[config.mk]
export PLATFORM = sky130hd
export DESIGN_NAME = pll_ds_phase_core
export DESIGN_NICKNAME = d
export VERILOG_FILES = /design/src/rtl/pll_ds_phase_core.sv
export SDC_FILE = /design/constraint.sdc
export NUM_CORES = 1
export LEC_CHECK = 0
export BUFFER_PORTS_ARGS = -buffer_cell sky130_fd_sc_hd__buf_4
export CORE_MARGIN = 5
export CORE_UTILIZATION = 50
export DETAILED_ROUTE_END_ITERATION = 6
export GPL_TIMING_DRIVEN = 0
export PLACE_DENSITY = 0.83
export SLEW_MARGIN = 20
export SYNTH_ARGS = -nofsm -noshare
export SYNTH_HDL_FRONTEND = slang
export SYNTH_SLANG_ARGS = --single-unit
export TNS_END_PERCENT = 100
[constraint.sdc]
create_clock -name DS_NEGCLK_COUNTER_CLEAR -period 4 [get_ports DS_NEGCLK_COUNTER_CLEAR]
set_clock_uncertainty 0.2 [all_clocks]
set_input_delay 0.2 -clock DS_NEGCLK_COUNTER_CLEAR [delete_from_list [all_inputs] [get_ports DS_NEGCLK_COUNTER_CLEAR]]
set_output_delay 0.2 -clock DS_NEGCLK_COUNTER_CLEAR [all_outputs]
set_load 0.02 [all_outputs]
[src/rtl/pll_ds_phase_core.sv]
// Dynamic-setting PLL output core: div4/div7/div5 quadrature divider, div2 toggle, output mux, fine delay line and lock detect.
// Optional build macro PLL_DS_ICEGATE_EN adds an ICEGATE input that freezes the divider and DIV2 flops.
module pll_ds_phase_core #(
    parameter logic [3:0] FDA_FEEDBACK          = 4'b0000,
    parameter string      DELAY_ADJUSTMENT_MODE = "FIXED",
    parameter int         LOCK_COUNT            = 16
) (
    input  logic       DS_NEGCLK_COUNTER_CLEAR,
    input  logic       RESETB,
`ifdef PLL_DS_ICEGATE_EN
    input  logic       ICEGATE,
`endif
    input  logic [1:0] DIV_MODE_SEL,
    input  logic [1:0] OUT_SEL,
    input  logic [3:0] DLY_ADJ,
    output logic       PHASE0,
    output logic       PHASE90,
    output logic       DIV2,
    output logic       SEL_OUT,
    output logic       DELAYED_OUT,
    output logic       LOCK,
    output logic       DIV_ERR
);

    typedef enum logic [1:0] {
        MODE_DIV4 = 2'b00,
        MODE_DIV7 = 2'b01,
        MODE_BAD  = 2'b10,
        MODE_DIV5 = 2'b11
    } mode_e;

    localparam logic       USE_DYNAMIC = (DELAY_ADJUSTMENT_MODE == "DYNAMIC");
    localparam logic [7:0] LOCK_MAX    = LOCK_COUNT[7:0];

    mode_e       mode_q, mode_d, active_mode;
    logic        fresh_q;
    logic [2:0]  cnt_q, cnt_d, cnt_last, cnt_half;
    logic        phase0_q, phase0_d;
    logic        p1_q, p1_d, p2_q, p2_d;
    logic        div2_q, div2_d;
    logic [14:0] dly_q;
    logic [7:0]  lock_cnt_q, lock_cnt_d;
    logic        mode_valid, terminal, lock_clr, advance;
    logic        div_err, phase0_out;
    logic [3:0]  tap_sel;
    logic [15:0] taps;

`ifdef PLL_DS_ICEGATE_EN
    assign advance = ~ICEGATE;
`else
    assign advance = 1'b1;
`endif

    // Until the first edge after reset the mode tracks DIV_MODE_SEL directly.
    assign active_mode = fresh_q ? mode_e'(DIV_MODE_SEL) : mode_q;
    assign mode_valid  = (active_mode != MODE_BAD);
    assign terminal    = (cnt_q == cnt_last);

    always_comb begin
        cnt_last = 3'd3;
        cnt_half = 3'd2;
        case (active_mode)
            MODE_DIV7: begin
                cnt_last = 3'd6;
                cnt_half = 3'd4;
            end
            MODE_DIV5: begin
                cnt_last = 3'd4;
                cnt_half = 3'd3;
            end
            default: begin
                cnt_last = 3'd3;
                cnt_half = 3'd2;
            end
        endcase
    end

    always_comb begin
        cnt_d    = cnt_q;
        phase0_d = phase0_q;
        p1_d     = p1_q;
        p2_d     = p2_q;
        div2_d   = div2_q;
        mode_d   = active_mode;
        if (advance) begin
            div2_d = ~div2_q;
            if (mode_valid) begin
                cnt_d    = terminal ? 3'd0 : cnt_q + 3'd1;
                phase0_d = (cnt_q < cnt_half);
                p1_d     = phase0_q;
                p2_d     = p1_q;
                // New mode only lands on the terminal count, so the period in flight completes.
                if (terminal) begin
                    mode_d = mode_e'(DIV_MODE_SEL);
                end
            end else begin
                cnt_d    = 3'd0;
                phase0_d = 1'b0;
                p1_d     = 1'b0;
                p2_d     = 1'b0;
                mode_d   = mode_e'(DIV_MODE_SEL);
            end
        end
    end

    always_comb begin
        lock_clr   = !mode_valid || (mode_d != active_mode);
        lock_cnt_d = lock_cnt_q;
        if (lock_clr) begin
            lock_cnt_d = 8'd0;
        end else if (lock_cnt_q != LOCK_MAX) begin
            lock_cnt_d = lock_cnt_q + 8'd1;
        end
    end

    always_ff @(posedge DS_NEGCLK_COUNTER_CLEAR or negedge RESETB) begin
        if (!RESETB) begin
            mode_q     <= MODE_DIV4;
            fresh_q    <= 1'b1;
            cnt_q      <= 3'd0;
            phase0_q   <= 1'b0;
            p1_q       <= 1'b0;
            p2_q       <= 1'b0;
            div2_q     <= 1'b0;
            lock_cnt_q <= 8'd0;
            dly_q      <= 15'd0;
        end else begin
            mode_q     <= mode_d;
            fresh_q    <= 1'b0;
            cnt_q      <= cnt_d;
            phase0_q   <= phase0_d;
            p1_q       <= p1_d;
            p2_q       <= p2_d;
            div2_q     <= div2_d;
            lock_cnt_q <= lock_cnt_d;
            dly_q      <= {dly_q[13:0], phase0_out};
        end
    end

    assign div_err    = ~fresh_q & (mode_q == MODE_BAD);
    assign phase0_out = phase0_q & ~div_err;

    assign PHASE0  = phase0_out;
    assign PHASE90 = ((active_mode == MODE_DIV7) ? p2_q : p1_q) & ~div_err;
    assign DIV2    = div2_q;
    assign DIV_ERR = div_err;
    assign LOCK    = (lock_cnt_q == LOCK_MAX);

    always_comb begin
        SEL_OUT = 1'b0;
        case (OUT_SEL)
            2'b00:   SEL_OUT = phase0_out;
            2'b01:   SEL_OUT = PHASE90;
            2'b10:   SEL_OUT = div2_q;
            default: SEL_OUT = DS_NEGCLK_COUNTER_CLEAR;
        endcase
    end

    // Tap 0 is the undelayed PHASE0; tap k is the k-th shift stage.
    assign tap_sel     = USE_DYNAMIC ? DLY_ADJ : FDA_FEEDBACK;
    assign taps        = {dly_q, phase0_out};
    assign DELAYED_OUT = taps[tap_sel];

endmodule

==> results.sh, run 1 <==
export IMPL_outcome="completed"
export IMPL_synth_largest_area_cell="dfrtp_1"
export IMPL_min_to="mode_q[1]"
export IMPL_crit_start="DS_NEGCLK_COUNTER_CLEAR"
export IMPL_critical_path_arrival_ps=2620
export IMPL_rrSetupSlack_ps=1720
export IMPL_mappedNetlistArea_um2=1210
export IMPL_num_fill_cells=218
export IMPL_cpMostUsedCell="clkbuf_4"
export IMPL_post_route_drc_count=0
export IMPL_end_kind="output pin"
export IMPL_drt_pass1_iterations=4
export IMPL_synth_common_cells="17 x dfrtp_1, 13 x nand2_1, 9 x nor3_1, 8 x nor2_1"
export IMPL_fin_area_um2=1410
export IMPL_clk_latency_ps=420
export IMPL_vias_per_cell=5.64
export IMPL_r2r_end="lock_cnt_q[2]"
export IMPL_synthArstFlopShare_pct=100
export IMPL_antennaDiodeCount=0
export IMPL_final_setup_worst_slack_ps=979
export IMPL_synthCells=133
export IMPL_required_ps=3600
export IMPL_slew_viol_final=0
export IMPL_synth_top_area_share_pct=35.2
export IMPL_antenna_found_initial=0
export IMPL_layout_nets=169
export IMPL_maxCapViolCount=0
export IMPL_yosysMostFrequentCell="dfrtp_1"
export IMPL_place_inst=171
export IMPL_area_growth_syn_to_layout_pct=16.4
export IMPL_clkTransAtPathRegs_ps=100
export IMPL_drt_met1_wl_um=1180
export IMPL_syn_nets=148
export IMPL_crit_path_cell_trace="clkbuf_4, clkbuf_4, nand2_1, o211ai_1, o31a_1, buf_4"
export IMPL_dp_hpwl_um=1870
export IMPL_critPathMaxStageDelay_ps=160
export IMPL_vias=1021
export IMPL_hold_path_class="input pin to register"
export IMPL_grt_max_degree=18
export IMPL_ys_seq_area_share_pct=37.3
export IMPL_cp_start_kind="clock port"
export IMPL_drive_above_1_share_pct=19.6
export IMPL_antenna_left=0
export IMPL_grt_setup_unrepaired="false"
export IMPL_grt_first_pass_wirelength_um=4490
export IMPL_die_y_um=59.2
export IMPL_start_util_pct=53.7
export IMPL_placed_cell_area_um2=1320
export IMPL_setup_tns_ps=0
export IMPL_core_area_um2=2250
export IMPL_grt_overflow=0
export IMPL_crit_buf_inv=3
export IMPL_wl_met2_um=1300
export IMPL_rows=17
export IMPL_ys_types=46
export IMPL_cp_max_fo=2
export IMPL_grt_pass1_vias=1057
export IMPL_r2r_start="fresh_q"
export IMPL_r2r_cells=5
export IMPL_ys_dominant_reg_cell="dfrtp_1"
export IMPL_setup_violations=0
export IMPL_peakVddDrop_uv=379
export IMPL_crit_type="clock port to output pin"
export IMPL_grt_use_total_pct=17.5
export IMPL_cp_top_family="buffers and inverters"
export IMPL_powerDensity_nw_per_um2=632
export IMPL_detail_route_wl_per_cell_um=14.4
export IMPL_top_layer="met4"
export IMPL_worstHoldPathCells=3
export IMPL_crit_path_top_delay_cell="buf_4"
export IMPL_synth_edff_count=0
export IMPL_die_x_um=59.2
export IMPL_dieArea_um2=3500
export IMPL_synth_area_leaders="dfrtp_1 35%, ha_1 5.2%, nand2_1 4.0%"
export IMPL_cellLeakagePower_nw=0.636
export IMPL_layout_cells_non_filler=181
export IMPL_synth_seq_cells=18
export IMPL_routed_wl_um=2600
export IMPL_slew_headroom_pct=47.0
export IMPL_cts_repair_resized=0
export IMPL_drtIter0Drc=43
export IMPL_port_buffers=10
export IMPL_yosysWarnings=0
export IMPL_gp_congestion=0.876
export IMPL_tightest_slew_ps=792
export IMPL_cts_tree="yes"
export IMPL_hold_start="DIV_MODE_SEL[1]"
export IMPL_dr_wl_met3_um=74
export IMPL_avgSynthCellArea_um2=9.10
export IMPL_final_hold_violation_count=0
export IMPL_power_mw=0.891
export IMPL_num_io_pins=17
export IMPL_preCtsSetupSlack_ps=1230
-- through the flow --
stage	hold slack [ps]	utilization, %
detailed placement	-117	58.5
global route	28.5	62.5
CTS	18.3	62.5
floorplan	-296	-
finish	35.5	62.5
global placement	-120	58.5
-- layer usage --
metal  track usage [%]  up-vias
met3              6.32        5
met5                 0        -
met2              27.8       18
met1              19.2      486
met4              12.3        0
li1                  -      512
-- registers in the layout, indices dropped and copies added, names as in the netlist --
register and count:
lock_cnt_q 8, cnt_q 3, mode_q 2, DIV2 1, fresh_q 1, p1_q 1, p2_q 1, phase0_q 1
-- what timing repair did --
action,in CTS,in global routing
hold buffers,3,0
endpoints found under the setup margin,0,0
endpoints found under the hold margin,19,0
setup buffers,0,0
-- cell families (layout without fill, tap and decap cells) --
group,Yosys count,after routing,synth area share (%)
AOI/OAI and AO/OA,25,25,14.9
xor gates and xnor gates,7,7,5.07
adders and majority gates,5,5,5.17
buffers and inverters,15,35,6.31
DFF,18,18,37.3
muxes,6,6,5.17
other,1,1,0.310
and+or+nand+nor,56,56,25.7
-- where the power goes --
part           internal (mW)  switching (mW)
logic                  0.190           0.225
registers              0.237          0.0616
clock network         0.0972          0.0797
total                  0.524           0.367
-- how the worst max path moves through the flow --
stage	end	slack [ps]	depth (start not counted)
floorplan	SEL_OUT	1310	3
global placement	SEL_OUT	1230	4
detailed placement	SEL_OUT	1230	4
CTS	SEL_OUT	970	6
global route	SEL_OUT	910	6
finish	SEL_OUT	980	6
-- worst min-delay path, stage by stage --
cell,delay (ps)
clkbuf_1,170
nand2_1,100
o2111ai_1,120
-- layout make-up --
cell class	instances	area (µm²)	share of cell area, %
Sequential cell	18	452	32.1
Timing Repair Buffer	12	97.6	6.93
Tap cell	28	35.0	2.49
Multi-Input combinational cell	100	682	48.4
Buffer	8	45.0	3.20
Inverter	7	31.3	2.22
Clock buffer	8	66.3	4.71
-- cell usage in the layout (no fill, tap or decap), types with 2 or more instances in the layout --
| master | n |
|---|---|
| dlygate4sd3_1 | 3 |
| nor3_1 | 9 |
| nor2_1 | 8 |
| nand3_1 | 6 |
| and3_1 | 3 |
| clkbuf_4 | 6 |
| a21oi_1 | 5 |
| nand2b_1 | 2 |
| o21ai_0 | 3 |
| nor2b_1 | 2 |
| inv_1 | 6 |
| dfrtp_1 | 17 |
| ha_1 | 5 |
| nand2_1 | 13 |
| a211oi_1 | 3 |
| buf_2 | 3 |
| nand3b_1 | 2 |
| xnor2_1 | 4 |
| buf_4 | 11 |
| clkbuf_1 | 3 |
| or4bb_1 | 2 |
| mux2i_1 | 4 |
| and2_1 | 2 |
| xor2_1 | 3 |
| mux2_2 | 2 |
| o211ai_1 | 3 |
(Power assumes the default switching activity.)
==> run 2, diff against run 1 <==
Clock period 4 ns to 2.8 ns, I/O delays scaled along.
==> results.sh, run 2 (synthesized netlist as in run 1, its figures left out) <==
export IMPL_final_setup_worst_slack_ps=288
export IMPL_layout_commonest_cell="dfrtp_1"
export IMPL_dp_hpwl_um=1870
export IMPL_final_util_pct=63.4
export IMPL_num_io_pins=17
export IMPL_grt_first_pass_wirelength_um=4500
export IMPL_gp_congestion=0.876
export IMPL_outcome="completed"
export IMPL_multiInputGateArea_um2=682
export IMPL_antenna_left=0
export IMPL_r2r_start="fresh_q"
export IMPL_worstHoldPathCells=1
export IMPL_grt_setup_unrepaired="false"
export IMPL_antennaDiodeCount=0
export IMPL_reg_top3="lock_cnt_q (8), cnt_q (3), mode_q (2)"
export IMPL_slew_headroom_pct=47.0
export IMPL_maxCapViolCount=0
export IMPL_hold_path_class="register to register"
export IMPL_tightest_slew_ps=792
export IMPL_peakVddDrop_uv=542
export IMPL_grt_pass1_vias=1063
export IMPL_largest_reg_flops=8
export IMPL_rows=17
export IMPL_grt_overflow=0
export IMPL_num_fill_cells=213
export IMPL_end_kind="output pin"
export IMPL_start_util_pct=53.7
export IMPL_die_y_um=59.2
export IMPL_area_growth_syn_to_layout_pct=18.1
export IMPL_top_register="lock_cnt_q"
export IMPL_r2r_end="lock_cnt_q[2]"
export IMPL_cts_tree="yes"
export IMPL_final_hold_violation_count=0
export IMPL_period_needed_ps=2510
export IMPL_preCtsSetupSlack_ps=552
export IMPL_grt_use_met1_pct=19.1
export IMPL_clk_latency_ps=420
export IMPL_drtIter0Drc=38
export IMPL_routed_wl_um=2610
export IMPL_grt_busiest_layer="met2"
export IMPL_grtUsageMet2_pct=28.1
export IMPL_vias=1031
export IMPL_r2r_cells=5
export IMPL_setup_violations=0
export IMPL_setup_tns_ps=0
export IMPL_core_area_um2=2250
export IMPL_rrSetupSlack_ps=520
export IMPL_detail_route_wl_per_cell_um=14.3
export IMPL_cp_max_fo=8
export IMPL_crit_type="register to output pin"
export IMPL_layout_nets=171
export IMPL_cts_repair_resized=0
export IMPL_grt_max_degree=18
export IMPL_dieArea_um2=3500
export IMPL_vias_per_cell=5.63
export IMPL_required_ps=2460
export IMPL_setup_worst_path_end="SEL_OUT"
export IMPL_crit_start="fresh_q"
export IMPL_antenna_found_initial=0
export IMPL_powerDensity_nw_per_um2=892
export IMPL_cellLeakagePower_nw=0.644
export IMPL_drive_above_1_share_pct=19.4
export IMPL_die_x_um=59.2
export IMPL_min_period_over_period_pct=89.7
export IMPL_port_buffers=10
export IMPL_drt_pass1_iterations=4
export IMPL_slew_viol_final=0
export IMPL_grtUsageMet3_pct=6.32
export IMPL_fmax_mhz=398
export IMPL_final_cell_mix="17 x dfrtp_1, 13 x nand2_1, 11 x buf_4"
export IMPL_clkTransAtPathRegs_ps=120
export IMPL_cp_start_kind="register"
export IMPL_post_route_drc_count=0
export IMPL_critical_path_arrival_ps=2170
export IMPL_regArea_um2=452
export IMPL_grt_use_total_pct=17.6
-- run 2: cell types whose count changed in the layout (fill, tap and decap cells not counted), sizes merged --
| cell | change |
|---|---|
| dlygate4sd3 | +2 |
-- run 2: critical path, cell delays in order (launching register included) --
cell and delay, ps:
dfstp_2 370, buf_2 160, or3b_4 400, and2_4 170, buf_6 120, clkinv_4 40, o31ai_2 60, o31a_1 280
buf_4 160
-- run 2: final cells by class --
type	instances	area share (%)
Multi-Input combinational cell	100	47.7
Sequential cell	18	31.6
Timing Repair Buffer	14	8.23
Clock buffer	8	4.64
Buffer	8	3.15
Tap cell	28	2.45
Inverter	7	2.19
-- run 2: report_power, final --
group / internal, mW / switching [mW]
clock network: 0.139 / 0.114
logic: 0.274 / 0.322
registers: 0.338 / 0.0880
-- run 2: worst min-delay path by stage --
stage | from | endpoint
floorplan | RESETB | DIV2
global placement | RESETB | lock_cnt_q[2]
detailed placement | RESETB | lock_cnt_q[4]
CTS | DIV2 | DIV2
global route | DIV2 | DIV2
finish | DIV2 | DIV2
-- run 2: per-stage QoR --
stage	hold slack, ps	instances	area (µm²)	power, mW
final	246	183	1430	1.27
after floorplan	-356	133	1210	0.874
after global routing	274	183	1430	1.38
after detailed placement	-177	171	1320	1.05
after CTS	254	183	1430	1.28
after global placement	-180	171	1320	1.01
-- run 2: metal layers --
metal / share of wire, % / vias up / wire length, µm
li1: - / 516 / -
met1: 45 / 492 / 1180
met2: 50 / 18 / 1310
met3: 3.0 / 5 / 78
met4: 1.7 / 0 / 44
met5: 0 / - / 0
-- run 2: what timing repair did --
action / 4_1_cts / 5_1_grt
hold buffers: 5 / 0
buffers inserted: 0 / 0
hold endpoints to repair: 20 / 0
